==> src/rtl/uart_tx_scheduler.sv <==
// rtl/uart_tx_scheduler.sv - two-requester arbiter and byte-frame sequencer for the UART transmitter
// Optional feature macro: TX_SCHED_TIMEOUT_EN (abort WAIT_BUSY after TIMEOUT_CYC cycles without tx_busy)
module uart_tx_scheduler #(
   parameter int DATA_WIDTH  = 8,
   parameter int TIMEOUT_CYC = 15
) (
   input  logic                    clk,
   input  logic                    rst,
   input  logic                    req0_valid,
   input  logic [2*DATA_WIDTH-1:0] req0_data,
   input  logic                    req0_two,
   output logic                    req0_ready,
   input  logic                    req1_valid,
   input  logic [2*DATA_WIDTH-1:0] req1_data,
   input  logic                    req1_two,
   output logic                    req1_ready,
   input  logic                    tx_busy,
   output logic                    tx_data_valid,
   output logic [DATA_WIDTH-1:0]   tx_p_data,
   output logic                    sched_busy,
   output logic                    owner,
   output logic                    err_timeout
);

   typedef enum logic [1:0] {
      IDLE      = 2'd0,
      SEND      = 2'd1,
      WAIT_BUSY = 2'd2,
      WAIT_DONE = 2'd3
   } state_t;

   state_t                  state;
   state_t                  state_next;
   logic [2*DATA_WIDTH-1:0] hold_data;
   logic [1:0]              pending;
   logic                    byte_idx;
   logic                    last_grant;
   logic                    grant0;
   logic                    grant1;
   logic                    accept;
   logic                    timeout_hit;
   logic [DATA_WIDTH-1:0]   cur_byte;
   logic [DATA_WIDTH-1:0]   p_data_q;

   // Arbitration in IDLE: a lone valid wins, a tie goes to the requester not granted last
   always_comb begin
      grant0 = 1'b0;
      grant1 = 1'b0;
      if (state == IDLE) begin
         grant0 = req0_valid && (!req1_valid || last_grant);
         grant1 = req1_valid && (!req0_valid || !last_grant);
      end
   end

   assign req0_ready = grant0;
   assign req1_ready = grant1;
   assign accept     = grant0 || grant1;

`ifdef TX_SCHED_TIMEOUT_EN
   localparam int CW = $clog2(TIMEOUT_CYC + 1);
   logic [CW-1:0] to_cnt;

   // Counts WAIT_BUSY cycles without tx_busy; any other state (SEND included) holds it at zero
   always_ff @(posedge clk) begin
      if (rst) begin
         to_cnt <= '0;
      end else if (state == WAIT_BUSY) begin
         if (!tx_busy) begin
            to_cnt <= to_cnt + 1'b1;
         end
      end else begin
         to_cnt <= '0;
      end
   end

   assign timeout_hit = (state == WAIT_BUSY) && !tx_busy && (to_cnt == CW'(TIMEOUT_CYC));
`else
   // Without the abort path WAIT_BUSY waits forever; the expression is a constant zero
   assign timeout_hit = (TIMEOUT_CYC < 0);
`endif

   assign err_timeout = timeout_hit;

   // State register
   always_ff @(posedge clk) begin
      if (rst) begin
         state <= IDLE;
      end else begin
         state <= state_next;
      end
   end

   // Next-state logic
   always_comb begin
      state_next = state;
      case (state)
         IDLE: begin
            if (accept) begin
               state_next = SEND;
            end
         end
         SEND: begin
            state_next = WAIT_BUSY;
         end
         WAIT_BUSY: begin
            if (tx_busy) begin
               state_next = WAIT_DONE;
            end else if (timeout_hit) begin
               state_next = IDLE;
            end
         end
         WAIT_DONE: begin
            if (!tx_busy) begin
               state_next = (pending > 2'd1) ? SEND : IDLE;
            end
         end
         default: begin
            state_next = IDLE;
         end
      endcase
   end

   // Word capture on acceptance and byte stepping when a frame completes
   always_ff @(posedge clk) begin
      if (rst) begin
         hold_data  <= '0;
         pending    <= 2'd0;
         byte_idx   <= 1'b0;
         owner      <= 1'b0;
         last_grant <= 1'b1;
      end else begin
         case (state)
            IDLE: begin
               if (accept) begin
                  hold_data  <= grant1 ? req1_data : req0_data;
                  pending    <= (grant1 ? req1_two : req0_two) ? 2'd2 : 2'd1;
                  byte_idx   <= 1'b0;
                  owner      <= grant1;
                  last_grant <= grant1;
               end
            end
            WAIT_BUSY: begin
               if (timeout_hit) begin
                  pending <= 2'd0;
               end
            end
            WAIT_DONE: begin
               if (!tx_busy) begin
                  pending <= pending - 2'd1;
                  if (pending > 2'd1) begin
                     byte_idx <= 1'b1;
                  end
               end
            end
            default: begin
            end
         endcase
      end
   end

   assign cur_byte = byte_idx ? hold_data[2*DATA_WIDTH-1:DATA_WIDTH] : hold_data[DATA_WIDTH-1:0];

   // Keep the last sent byte so tx_p_data stays stable while the transmitter shifts it out
   always_ff @(posedge clk) begin
      if (rst) begin
         p_data_q <= '0;
      end else if (state == SEND) begin
         p_data_q <= cur_byte;
      end
   end

   assign tx_p_data     = (state == SEND) ? cur_byte : p_data_q;
   assign tx_data_valid = (state == SEND);
   assign sched_busy    = (state != IDLE);

endmodule

==> config.mk <==
export PLATFORM = sky130hd
export DESIGN_NAME = uart_tx_scheduler
export DESIGN_NICKNAME = d
export VERILOG_FILES = /design/src/rtl/uart_tx_scheduler.sv
export SDC_FILE = /design/constraint.sdc
export NUM_CORES = 1
export LEC_CHECK = 0
export ABC_AREA = 1
export CAP_MARGIN = 20
export CORE_ASPECT_RATIO = 1.1
export CORE_MARGIN = 4
export CORE_UTILIZATION = 46
export CTS_CLUSTER_DIAMETER = 100
export CTS_CLUSTER_SIZE = 28
export DETAILED_ROUTE_END_ITERATION = 6
export PLACE_DENSITY = 0.83
export SLEW_MARGIN = 40
export SYNTH_ARGS = -nofsm -noshare
export SYNTH_HDL_FRONTEND = slang
export SYNTH_SLANG_ARGS = --single-unit
==> constraint.sdc <==
create_clock -name clk -period 2.1 [get_ports clk]
set_clock_uncertainty 0.1 [all_clocks]
set_input_delay 0.42 -clock clk [delete_from_list [all_inputs] [get_ports clk]]
set_output_delay 0.42 -clock clk [all_outputs]
set_load 0.1 [all_outputs]
Word-level counts from Yosys, hierarchy flattened. Index checks and enable logic that the tools add are counted. W data, S select, Z words.

Register bits after elaboration: 31. Input port bits: 39. Output and inout port bits: 14.

Order comparisons: 1. Eq/ne operators: 7. $add $sub $neg: 1. Muxes and demuxes: 19. Reductions and logical operators: 15.

Operator list (count): $mux W16 (1); $mux W8 (2); $mux W2 (6); $ne A2 B2 Y1 const B (4); $pmux W2 S4 (1); $mux W1 (7); $reduce_and A3 Y1 (2); $eq A2 B2 Y1 const B (2); $pmux W2 S2 (1); $reduce_and A4 Y1 (1); $reduce_bool A2 Y1 (2); $logic_not A1 Y1 (3); $logic_or A1 B1 Y1 (3); $eq A2 B1 Y1 const B (1); $gt A2 B1 Y1 const B (1); $logic_and A1 B1 Y1 (2); $logic_not A2 Y1 (1); $pmux W1 S2 (1); $reduce_and A2 Y1 (1); $sub A2 B1 Y2 const B (1).

Longest topological paths before layout.
Depth in word-level cells: 8. Depth in mapped cells: 11.

Worst setup path after synthesis. Ideal clock, no wire load.

Path type: register to output. Start point: reg state[1]. End point: out tx_p_data[0]. Stages on the path, launching flop included: 5. Data arrival time: 3.551 ns. Setup slack: -1.971 ns. Data required time: 1.580 ns. Path through: dfxtp_1 > inv_1 > ha_1 > buf_4 > o21ai_0.

Longest elaborated chain between the ends: 2.

Ends and longest elaborated chain: start, declared (line 32) `state_t state;`; start signal, assigned (line 89) `state <= state_next;`; $eq A2 B1 Y1; net tx_data_valid (line 18) `output logic tx_data_valid,`; $mux W8; end, declared (line 19) `output logic [DATA_WIDTH-1:0] tx_p_data,`.

The timed path passes the listed nets, and every way through them passes these cells.

Final worst setup path.
Start point: reg state[1]. End point: out tx_p_data[0].

Longest elaborated chain between the ends: 2.

Ends and longest elaborated chain: $eq A2 B1 Y1 (line 172) `assign tx_p_data = (state == SEND) ? cur_byte : p_data_q;`; $mux W8.

No other way between the ends.

==> impl_summary.log <==
INFO  metric outcome = complete, no violations
INFO  metric remaining_drc_errors = 0
INFO  metric fmax = 0.4802 GHz
INFO  metric worstPathMaxFanout = 5
INFO  metric mappedNetlistArea = 1654 µm²
INFO  metric ys_warn_count = 0
INFO  metric hold_violations = 0
INFO  metric cp-end-kind = output port
INFO  metric via_count_of_the_first_global_routing_pass = 1661
INFO  metric report.final.slew_viol_count = 0
INFO  metric ioPinCount = 53
INFO  metric crit_path_cell_trace = inv_4 > ha_4 > buf_12 > o21a_1 > o21ai_1 > o21ai_4 > buf_12
INFO  metric final_period_minus_worst_setup_slack = between 2 and 2.5 ns
INFO  metric num_antenna_cells = 0
INFO  metric number_of_port_buffers = 51
INFO  metric detail_route.first_pass.iterations = 5
INFO  metric layout.nets = 343
INFO  metric row_count = 22
INFO  metric place.detailed.instances = between 300 and 400
INFO  metric min-delay-path-class = register to register
INFO  metric cts_buffer_depth = 2
INFO  metric crit_path_slowest_cell = sky130_fd_sc_hd__dfxtp_4
INFO  metric postRouteAntennaNets = 0
INFO  metric detailed_place.area = between 2000 and 2500 µm²
INFO  metric netlist-cell-type-count = 22
INFO  metric synthTopCellsByArea = sky130_fd_sc_hd__dfxtp_1, sky130_fd_sc_hd__nand2_1, sky130_fd_sc_hd__inv_1
INFO  metric holdBufCountCts = 0
INFO  metric layout-area-overhead-vs-synth = 58.85%
INFO  metric critPathTopFamily = flip-flops
INFO  metric worst-endpoint-arrival = 1.56 ns
INFO  metric clock_insertion_delay_worst_skew = about 0.32 ns
INFO  metric ir_worst_vdd = 0.001068 V
INFO  metric die_width = 65.18 µm
INFO  metric final_core_utilization = 0.7761
INFO  metric violation_count_after_the_first_detailed_route_iteration = 88
INFO  metric seq_area_frac_synth = 0.3752
INFO  metric vias_per_cell = about 5.0
INFO  metric detailroute.via_count = between 1500 and 2000
INFO  metric crit_buf_inv = 3
INFO  metric cts.reportedPaths.clkPinSlew = 0.10 ns
INFO  metric setup_tns = 0 ns
INFO  metric syn_avg_cell_area = around 7.0 µm²
INFO  metric final_area = between 2000 and 3000 µm²
INFO  metric cap_violations = 0
INFO  metric antenna_found_initial = 0
INFO  metric cts_root_buffer = sky130_fd_sc_hd__clkbuf_4
INFO  metric dp_hpwl = 3.082 mm
INFO  metric postSynthRegisterBits = 31
INFO  metric synth_top_area_frac = 0.3752
INFO  metric timing.critical_path.mode_cell = sky130_fd_sc_hd__buf_12
INFO  metric globalRouteTotalUtil = 0.2024
INFO  metric place_congestion = 0.8142
INFO  metric setup_ws = 0.01754 ns
INFO  metric syn_nets = 282
INFO  metric worstPathRequired = approximately 1.6 ns
INFO  metric start_util = 0.4885
INFO  metric startpoint_type = register
INFO  metric synth_cells = roughly 240
INFO  metric tritoncts_num_sinks = 31
INFO  metric cts_tree = done
INFO  metric number_of_failing_setup_endpoints_in_the_final_timing_report = 0
INFO  metric rsz0062_at_grt = yes
INFO  metric finalWirelength = 4.657 mm
INFO  metric detail_route.wl_per_cell = between 10 and 15 µm
INFO  metric power_density = 1527 nW/µm²
INFO  metric place_worst_setup_slack = 0.1895 ns
INFO  metric clock_tree.htree_level_count = 2
INFO  metric die_area = roughly 4600 µm²
INFO  metric grt_overflow_total = 0
INFO  metric fraction_of_layout_cells_with_a_size_suffix_above_1 = 0.2040
INFO  metric grt_pass1_wl = 7.431 mm
INFO  metric layout.cells.non_filler = around 350
INFO  metric synth_largest_area_cell = sky130_fd_sc_hd__dfxtp_1
INFO  metric power.leakage = 1.185 nW
INFO  metric grt_start_max_net_pins = 33
INFO  metric core_region_area = 3386 µm²
INFO  metric numCtsBuffers = 5
INFO  metric final.period_utilization = 0.9916
INFO  metric critical-path-max-stage-delay = 0.37 ns
INFO  metric die_height = 70.89 µm
INFO  metric crit_type = register to output port
## cell type report
| cell class | instances | area, µm² |
|---|---|---|
| Multi-Input combinational cell | 148 | 912.1 |
| Sequential cell | 31 | 625.6 |
| Inverter | 47 | 178.9 |
| Clock buffer | 5 | 37.54 |
| Timing Repair Buffer | 65 | 798.3 |
| Fill cell | 237 | 758.2 |
| Clock inverter | 3 | 15.01 |
| Tap cell | 48 | 60.06 |
## flip-flops by register name, indices dropped and copies added, names as in the netlist
signal      cells
pending         2
owner           1
last_grant      1
hold_data      16
p_data_q        8
state           2
byte_idx        1
## cell usage in the layout, fill, tap and decap left out, types with 10 or more instances in the layout
cell,count
sky130_fd_sc_hd__nand3_1,25
sky130_fd_sc_hd__dfxtp_1,29
sky130_fd_sc_hd__inv_1,43
sky130_fd_sc_hd__buf_12,15
sky130_fd_sc_hd__buf_4,10
sky130_fd_sc_hd__clkdlybuf4s50_1,38
sky130_fd_sc_hd__nand2_1,52
sky130_fd_sc_hd__nor2_1,13
sky130_fd_sc_hd__o211ai_1,16
## synthesized netlist by cell type, drive strengths merged
master,n
a21oi,5
buf,9
clkbuf,2
clkinv,1
conb,1
dfxtp,31
ha,6
inv,46
nand2,55
nand3,25
nor2,14
nor3,1
o211ai,16
o21a,8
o21ai,16
or2,1
## routing by layer
layer  GRT usage  up-vias  wire length [µm]
met5           0        -                 0
met4     0.08295        0                99
met3     0.03651       11               319
met2      0.3240       68              2226
met1      0.2672      797              2012
li1            -      869                 -
## per-stage QoR
step,total power (W),hold WS [ns]
2_1_floorplan,0.002672,0.3435
3_3_place_gp,0.003282,0.3539
3_5_place_dp,0.003331,0.3647
4_1_cts,0.003919,0.3795
5_1_grt,0.004243,0.4082
6_report,0.004013,0.3780
## kinds of logic (layout without fill, tap and decap cells)
kind of cell    count (synthesis)  in the layout  share of synthesized area
compound gates                 45             45                     0.1725
other cells                     1              1                   0.002267
flops                          31             31                     0.3752
simple gates                   96             96                     0.2421
buf+inv                        58            120                     0.1626
fa+ha+maj                       6              6                    0.04538
## power breakdown
part           leakage [nW]  switching [W]  total (W)  internal, W
Combinational         0.894        0.00168    0.00278      0.00110
Sequential            0.257       0.000117   0.000897     0.000780
Clock                0.0347       0.000207   0.000331     0.000124
Total                  1.19        0.00201    0.00401      0.00201
## worst min-delay path, stage by stage, from the launching register on
cell,delay (ns)
sky130_fd_sc_hd__dfxtp_1,0.32
sky130_fd_sc_hd__nand2_1,0.06
sky130_fd_sc_hd__a21oi_1,0.06
## final timing paths
| kind | start | slack (ns) | cells after the start | endpoint |
|---|---|---|---|---|
| setup / recovery | state[1] | 0.02 | 7 | tx_p_data[0] |
| hold / removal | pending[1] | 0.38 | 2 | pending[1] |
| setup reg to reg | state[0] | 0.35 | 11 | hold_data[11] |
| hold reg to reg | pending[1] | 0.38 | 2 | pending[1] |
## what timing repair did
action,4_1_cts,5_1_grt
pin swaps,8,0
setup endpoints to repair,10,10
gates resized for setup,20,8
setup buffers,6,1
gates cloned,1,0
hold endpoints to repair,0,0
Note: power is estimated with default switching activity, not from simulation.
